`src/rtl/spi_frame_rx.sv`:
```
// SPI mode-0 slave receiving 16-bit frames {header[1:0], counter[13:0]} and pulsing accept/reject.
// Optional SPI_RX_ECHO_EN: echo the last accepted frame back on miso; otherwise miso is tied low.
module spi_frame_rx #(
  parameter int unsigned SYNC_STAGES = 2,
  parameter logic [1:0]  HEADER      = 2'b10
) (
  input  logic        clk,
  input  logic        reset,
  input  logic        sclk,
  input  logic        mosi,
  input  logic        ss,
  output logic        miso,
  output logic [13:0] o_counter,
  output logic        o_data_valid,
  output logic        o_frame_err
);

  typedef enum logic [1:0] {
    StIdle,
    StShift,
    StCheck
  } state_e;

  logic [SYNC_STAGES-1:0] sclk_sync_q;
  logic [SYNC_STAGES-1:0] mosi_sync_q;
  logic [SYNC_STAGES-1:0] ss_sync_q;
  logic [SYNC_STAGES-1:0] flush_q;
  logic                   sclk_prev_q;
  logic                   ss_prev_q;
  logic                   armed_q;

  logic sclk_s, mosi_s, ss_s;
  logic sclk_rise, ss_rise, ss_fall;
  logic start;
  logic frame_ok;

  state_e      state_q;
  logic [4:0]  bit_cnt_q;
  logic [15:0] shift_q;
  logic        fall_pend_q;

  // ss resets high and sclk low so reset release never fabricates an edge.
  always_ff @(posedge clk or negedge reset) begin
    if (!reset) begin
      sclk_sync_q <= '0;
      mosi_sync_q <= '0;
      ss_sync_q   <= '1;
      sclk_prev_q <= 1'b0;
      ss_prev_q   <= 1'b1;
      flush_q     <= '0;
      armed_q     <= 1'b0;
    end else begin
      sclk_sync_q <= {sclk_sync_q[SYNC_STAGES-2:0], sclk};
      mosi_sync_q <= {mosi_sync_q[SYNC_STAGES-2:0], mosi};
      ss_sync_q   <= {ss_sync_q[SYNC_STAGES-2:0], ss};
      sclk_prev_q <= sclk_s;
      ss_prev_q   <= ss_s;
      flush_q     <= {flush_q[SYNC_STAGES-2:0], 1'b1};
      // Only arm once the chain holds real pin values and ss has been seen high, so a
      // frame interrupted by reset is ignored until its master starts a new one.
      if (flush_q[SYNC_STAGES-1] && ss_s) begin
        armed_q <= 1'b1;
      end
    end
  end

  assign sclk_s    = sclk_sync_q[SYNC_STAGES-1];
  assign mosi_s    = mosi_sync_q[SYNC_STAGES-1];
  assign ss_s      = ss_sync_q[SYNC_STAGES-1];
  assign sclk_rise = sclk_s & ~sclk_prev_q;
  assign ss_rise   = ss_s & ~ss_prev_q;
  assign ss_fall   = ~ss_s & ss_prev_q & armed_q;

  assign start    = (state_q == StIdle) && (ss_fall || fall_pend_q);
  assign frame_ok = (bit_cnt_q == 5'd16) && (shift_q[15:14] == HEADER);

  // The verdict is registered on the SHIFT->CHECK transition so the pulse is visible
  // during the CHECK cycle.
  always_ff @(posedge clk or negedge reset) begin
    if (!reset) begin
      state_q      <= StIdle;
      bit_cnt_q    <= 5'd0;
      shift_q      <= 16'd0;
      fall_pend_q  <= 1'b0;
      o_counter    <= 14'd0;
      o_data_valid <= 1'b0;
      o_frame_err  <= 1'b0;
    end else begin
      o_data_valid <= 1'b0;
      o_frame_err  <= 1'b0;
      case (state_q)
        StIdle: begin
          if (start) begin
            state_q     <= StShift;
            bit_cnt_q   <= 5'd0;
            shift_q     <= 16'd0;
            fall_pend_q <= 1'b0;
          end
        end
        StShift: begin
          if (ss_rise) begin
            state_q <= StCheck;
            if (frame_ok) begin
              o_counter    <= shift_q[13:0];
              o_data_valid <= 1'b1;
            end else begin
              o_frame_err <= 1'b1;
            end
          end else if (sclk_rise) begin
            shift_q <= {shift_q[14:0], mosi_s};
            if (bit_cnt_q != 5'd17) begin
              bit_cnt_q <= bit_cnt_q + 5'd1;
            end
          end
        end
        StCheck: begin
          state_q     <= StIdle;
          fall_pend_q <= ss_fall;
        end
        default: state_q <= StIdle;
      endcase
    end
  end

`ifdef SPI_RX_ECHO_EN
  logic        sclk_fall;
  logic [15:0] echo_q;
  logic [15:0] tx_q;
  logic        miso_q;

  assign sclk_fall = ~sclk_s & sclk_prev_q;

  // tx_q back-fills zeros, so bits past the 16th go out as 0.
  always_ff @(posedge clk or negedge reset) begin
    if (!reset) begin
      echo_q <= 16'd0;
      tx_q   <= 16'd0;
      miso_q <= 1'b0;
    end else begin
      if (o_data_valid) begin
        echo_q <= {HEADER, o_counter};
      end
      if (start) begin
        miso_q <= echo_q[15];
        tx_q   <= {echo_q[14:0], 1'b0};
      end else if ((state_q == StShift) && !ss_rise && sclk_fall) begin
        miso_q <= tx_q[15];
        tx_q   <= {tx_q[14:0], 1'b0};
      end else if (state_q != StShift) begin
        miso_q <= 1'b0;
      end
    end
  end

  assign miso = miso_q & ~ss_s;
`else
  assign miso = 1'b0;
`endif

endmodule
```
`config.mk`:
```
export PLATFORM = sky130hd
export DESIGN_NAME = spi_frame_rx
export DESIGN_NICKNAME = d
export VERILOG_FILES = /design/src/rtl/spi_frame_rx.sv
export SDC_FILE = /design/constraint.sdc
export NUM_CORES = 1
export LEC_CHECK = 0
export ABC_AREA = 1
export CAP_MARGIN = 20
export CORE_UTILIZATION = 48
export DETAILED_ROUTE_END_ITERATION = 6
export DONT_BUFFER_PORTS = 1
export GPL_TIMING_DRIVEN = 0
export PLACE_DENSITY = 0.65
export SKIP_LAST_GASP = 1
export SYNTH_ARGS = -nofsm -noshare
export SYNTH_HDL_FRONTEND = slang
export SYNTH_SLANG_ARGS = --single-unit
```
`constraint.sdc`:
```
create_clock -name clk -period 1.3 [get_ports clk]
set_input_delay 0.26 -clock clk [delete_from_list [all_inputs] [get_ports clk]]
set_output_delay 0.26 -clock clk [all_outputs]
set_load 0.005 [all_outputs]
```
Word-level counts from Yosys, hierarchy flattened
Index checks and enable logic that the tools add are counted.
Word-level totals
  register bits: 51
  word-level logic and storage cells: 64
Operators by class
  reductions and logical operators: 12
  eq/ne operators: 10
  bitwise operators: 7
  multiplexer cells: 20
  add/sub/neg operators: 1
Operator list (count)
  two-way mux 16 bit: 3
  one-hot mux 16 bit (2 select lines): 1
  two-way mux 5 bit: 4
  != test 2 bit (second input constant): 5
  one-hot mux 5 bit (2 select lines): 1
  two-way mux 1 bit: 7
  adder 5 x 1 -> 5 bit (second input constant): 1
  equality test 5 bit (second input constant): 1
  != test 5 bit (second input constant): 1
  AND reduction 5 bit: 1
  AND 1 bit: 4
  equality test 2 bit (second input constant): 2
  two-way mux 2 bit: 2
  one-hot mux 2 bit (2 select lines): 1
  AND reduction 2 bit: 2
  AND reduction 4 bit: 1
  nonzero test 2 bit: 2
  logical AND 1 bit: 3
  inverter 1 bit: 3
  AND reduction 3 bit: 1
  equality test 2 x 1 -> 1 bit (second input constant): 1
  zero test 2 bit: 1
  one-hot mux 1 bit (2 select lines): 1
  logical OR 1 bit: 1

Depth between registers and ports, before layout
  depth after elaboration: 7
  mapped depth: 9
  gate-level depth less buffers: 8

Worst setup path before layout
Ideal clock, no wire load.
  kind: register to register
  from: register ss_prev_q
  to: register shift_q[6]
  setup slack: 0.000 ns
  period minus slack after synthesis: 1.300 ns
  cell stages (with the launch flop): 9
  data required time: 1.184 ns
  buffers on the path: 1
  data arrival time: 1.184 ns
  library setup time: 0.116 ns
  path through: dfstp_2 > inv_1 > nand3_1 > nand2_1 > nor2_4 > nand2_4 > buf_6 > nand2_1 > nand2_1
On the way
  cells in the longest elaborated chain, start to end: 6
  elaborated cells between the ends (all ways): 9
Ends and longest elaborated chain
  start, declared: line 29  | logic ss_prev_q;
  start signal, assigned: line 57  | ss_prev_q <= ss_s;
  AND 1 bit (2 in a row): line 72  | assign ss_fall = ~ss_s & ss_prev_q & armed_q;
  logical OR 1 bit: line 74  | assign start = (state_q == StIdle) && (ss_fall || fall_pend_q);
  logical AND 1 bit: line 74
  != test 2 bit (no source line)
  AND reduction 4 bit (no source line) (*)
  end signal, assigned: line 110  | shift_q <= {shift_q[14:0], mosi_s};
  end, declared: line 39  | logic [15:0] shift_q;
Mark *: on every way between the ends. The rest lies on a longest branch, timed or not.
A chain may end at the register's enable or synchronous reset.

Worst setup path after layout
  from: register ss_prev_q
  to: register shift_q[2]
Same word-level chain as after synthesis.

==> flow_summary.toml <==
[timing]
fmax_ghz = 0.705
fin_skew_ns = 0.00663
rsz0062_at_grt = "yes"
setup_violations = 35
setup_ws_ns = -0.119
holdWs_ns = -0.349
min_period_ns = 1.42
hold_viol_final = 51
finalMaxSlewViolations = 0
setup_tns_ns = -3.07
period_share_pct = 109

[floorplan]
dieArea_mm2 = 0.00463
die_h_um = 68.1
fp.coreArea_mm2 = 0.00409
die_width_um = 68.1
pin_count = 22
initial_core_util_pct = 51.3
rows = 23

[worst_setup_path]
worstPathArrival_ns = 1.61
crit_path_start = "ss_prev_q"
path_class = "register to register"
r2r_start = "ss_prev_q"
crit_fanout = 6
start_kind = "register"
worstPathRequired_ns = 1.49
crit_path_end_kind = "register"

[logic_synthesis]
synth_area_leaders = "dfrtp_1 57%, nand2_1 16%, nand3_1 6.2%"
synth_top_family_by_area = "simple AND/OR/NAND/NOR gates"
synth_xor_area_share_pct = 0.418
yosys.cell_types.count = 22
synthTopCellsByCount = "87 x nand2_1, 48 x dfrtp_1, 26 x nand3_1"
synth-simple-area-share_pct = 27.8
synth_fp_nets = 234
synth_top_flop_cell = "dfrtp_1"
avgSynthCellArea_um2 = 9.27
ys_seq_elements = 51
async_flop_share_pct = 100
yosysWarningCount = 0
netlist_area_mm2 = 0.00209
synth_compound_gate_area_share_pct = 1.79
synth_fa_ha_area_share_pct = 1.79
synth_area_leader_cell = "dfrtp_1"
synth_most_common_cell = "nand2_1"
synthCells = 226
synth_enable_flop_cells = 0
ys_seq_area_share_pct = 61.1
yosys.area.top_type_share_pct = 57.3
synthMuxAreaShare_pct = 0

[detailed_routing]
drt_first_pass_iters = 4
vias_per_cell = 5.02
wl_per_cell_um = 13.0
drt_wl_total_um = 3950
remaining_drc_errors = 0
drt-initial-drc-count = 157
postRouteAntennaNets = 0
num_vias = 1520

[clocking]
cts.htree.levels = 2
cts_made_buffers = 5
cts_root_buf = "clkbuf_8"
postCtsHoldBufs = 3
cts_tree = "done"
clock_path_buffers = 2
clkSinkCount = 51
cts.clk_slew.worst_paths_ns = 0.09
clk_latency_ns = 0.29

[finish]
design_area_mm2 = 0.00269
diodes = 0
syn2layout_area_growth_pct = 28.3
fin_nets = 260
drive_gt1_share_pct = 37.5

[power]
irDropWorstVdd_mv = 1.04
p_per_area_mw_per_mm2 = 1540
leakagePower_nw = 1.42

[hold_path]
min_path_type = "input port to async pin"

[global_routing]
antenna_found_initial = 0
grt_max_degree = 52
grt_pass1_vias = 1346
track_usage_pct = 17.2
grt_pass1_wl_um = 5890
gr-total-overflow = 0

[placement]
gp_congestion = 0.826
io_buffers = 0
postPlaceCellArea_mm2 = 0.00216
post-dp-hpwl_um = 2180

[status]
violations = "negative hold slack, negative setup slack"
status = "finished, violations left"

[run]
timing.max_cap.violations = 0
## where the power goes
part	switching [W]	total [W]	internal [W]
Combinational	0.000769	0.00136	0.000588
Sequential	0.000110	0.00181	0.00170
Clock	0.000491	0.000976	0.000484
Total	0.00137	0.00414	0.00277
## cell families after synthesis
kind of cell	count (synthesis)
XOR/XNOR	1
AND/OR/NAND/NOR	134
buffers and inverters	28
adder cells (fa/ha/maj)	3
other	2
AO/OA/AOI/OAI	7
flip-flops	51
## critical path, stage by stage (launching register included)
cell,delay [ns]
dfstp_2,0.56
inv_2,0.05
nand3_4,0.10
nand2_4,0.06
nor2_4,0.19
nand2_4,0.10
buf_12,0.15
nand2_2,0.04
nand2_1,0.05
## path summary, 6_finish.rpt
path,endpoint,slack [ns],cells past startpoint
worst max register to register,shift_q[2],-0.12,8
worst max-delay path,shift_q[2],-0.12,8
max in group asynchronous,ss_sync_q[0],1.46,0
min in group clk,flush_q[1],0.36,0
worst min-delay path,o_counter[11],-0.35,0
worst min register to register,flush_q[1],0.36,0
## state kept, by name, summed over array words and instances (netlist names), 2 cells and up
register	cells
bit_cnt_q	5
ss_sync_q	2
shift_q	16
sclk_sync_q	2
o_counter	14
flush_q	2
state_q	2
mosi_sync_q	2
## per-layer routing
| layer | global-route usage (%) | up-vias | part of all wire [%] |
|---|---|---|---|
| li1 | - | 749 | - |
| met1 | 23.8 | 727 | 47 |
| met2 | 26.3 | 34 | 47 |
| met3 | 4.50 | 10 | 3.4 |
| met4 | 5.47 | 0 | 2.2 |
| met5 | 0 | - | 0 |
## placed cells by master, fill, tap and decap left out, drive strengths merged, types with 6 or more instances in the layout
| cell | n |
|---|---|
| buf | 23 |
| clkbuf | 7 |
| dfrtp | 48 |
| inv | 19 |
| nand2 | 88 |
| nand3 | 27 |
| nor2 | 16 |
| o21ai | 6 |
## per-stage QoR
| stage | utilization (%) | setup slack, ns | instances | power (W) | hold slack (ns) |
|---|---|---|---|---|---|
| after floorplan | - | 0.0105 | 226 | 0.00242 | -0.0356 |
| after global placement | 52.9 | -0.136 | 276 | 0.00259 | -0.0340 |
| after detailed placement | 52.9 | -0.145 | 276 | 0.00260 | -0.0342 |
| after CTS | 61.4 | -0.0920 | 298 | 0.00389 | -0.359 |
| after global routing | 65.8 | -0.171 | 303 | 0.00433 | -0.368 |
| final | 65.8 | -0.119 | 303 | 0.00414 | -0.349 |
## timing repair
action / in CTS / in global routing
pin swaps: 9 / 18
setup endpoints to repair: 37 / 37
buffers inserted: 9 / 6
gates resized for setup: 36 / 50
hold endpoints to repair: 54 / 51
gates cloned: 2 / 1
## final cells by class
type	count	area, µm²
fillers	317	1400
flip-flops and latches	51	1280
multi-input cells	147	882
repair buffers	18	166
clock buffers	7	96.3
inverters	20	87.6
plain buffers	8	85.1
well taps	50	62.6
repair inverters	1	16.3
clock inverters	1	7.51
Note: power is estimated with default switching activity, not from simulation.
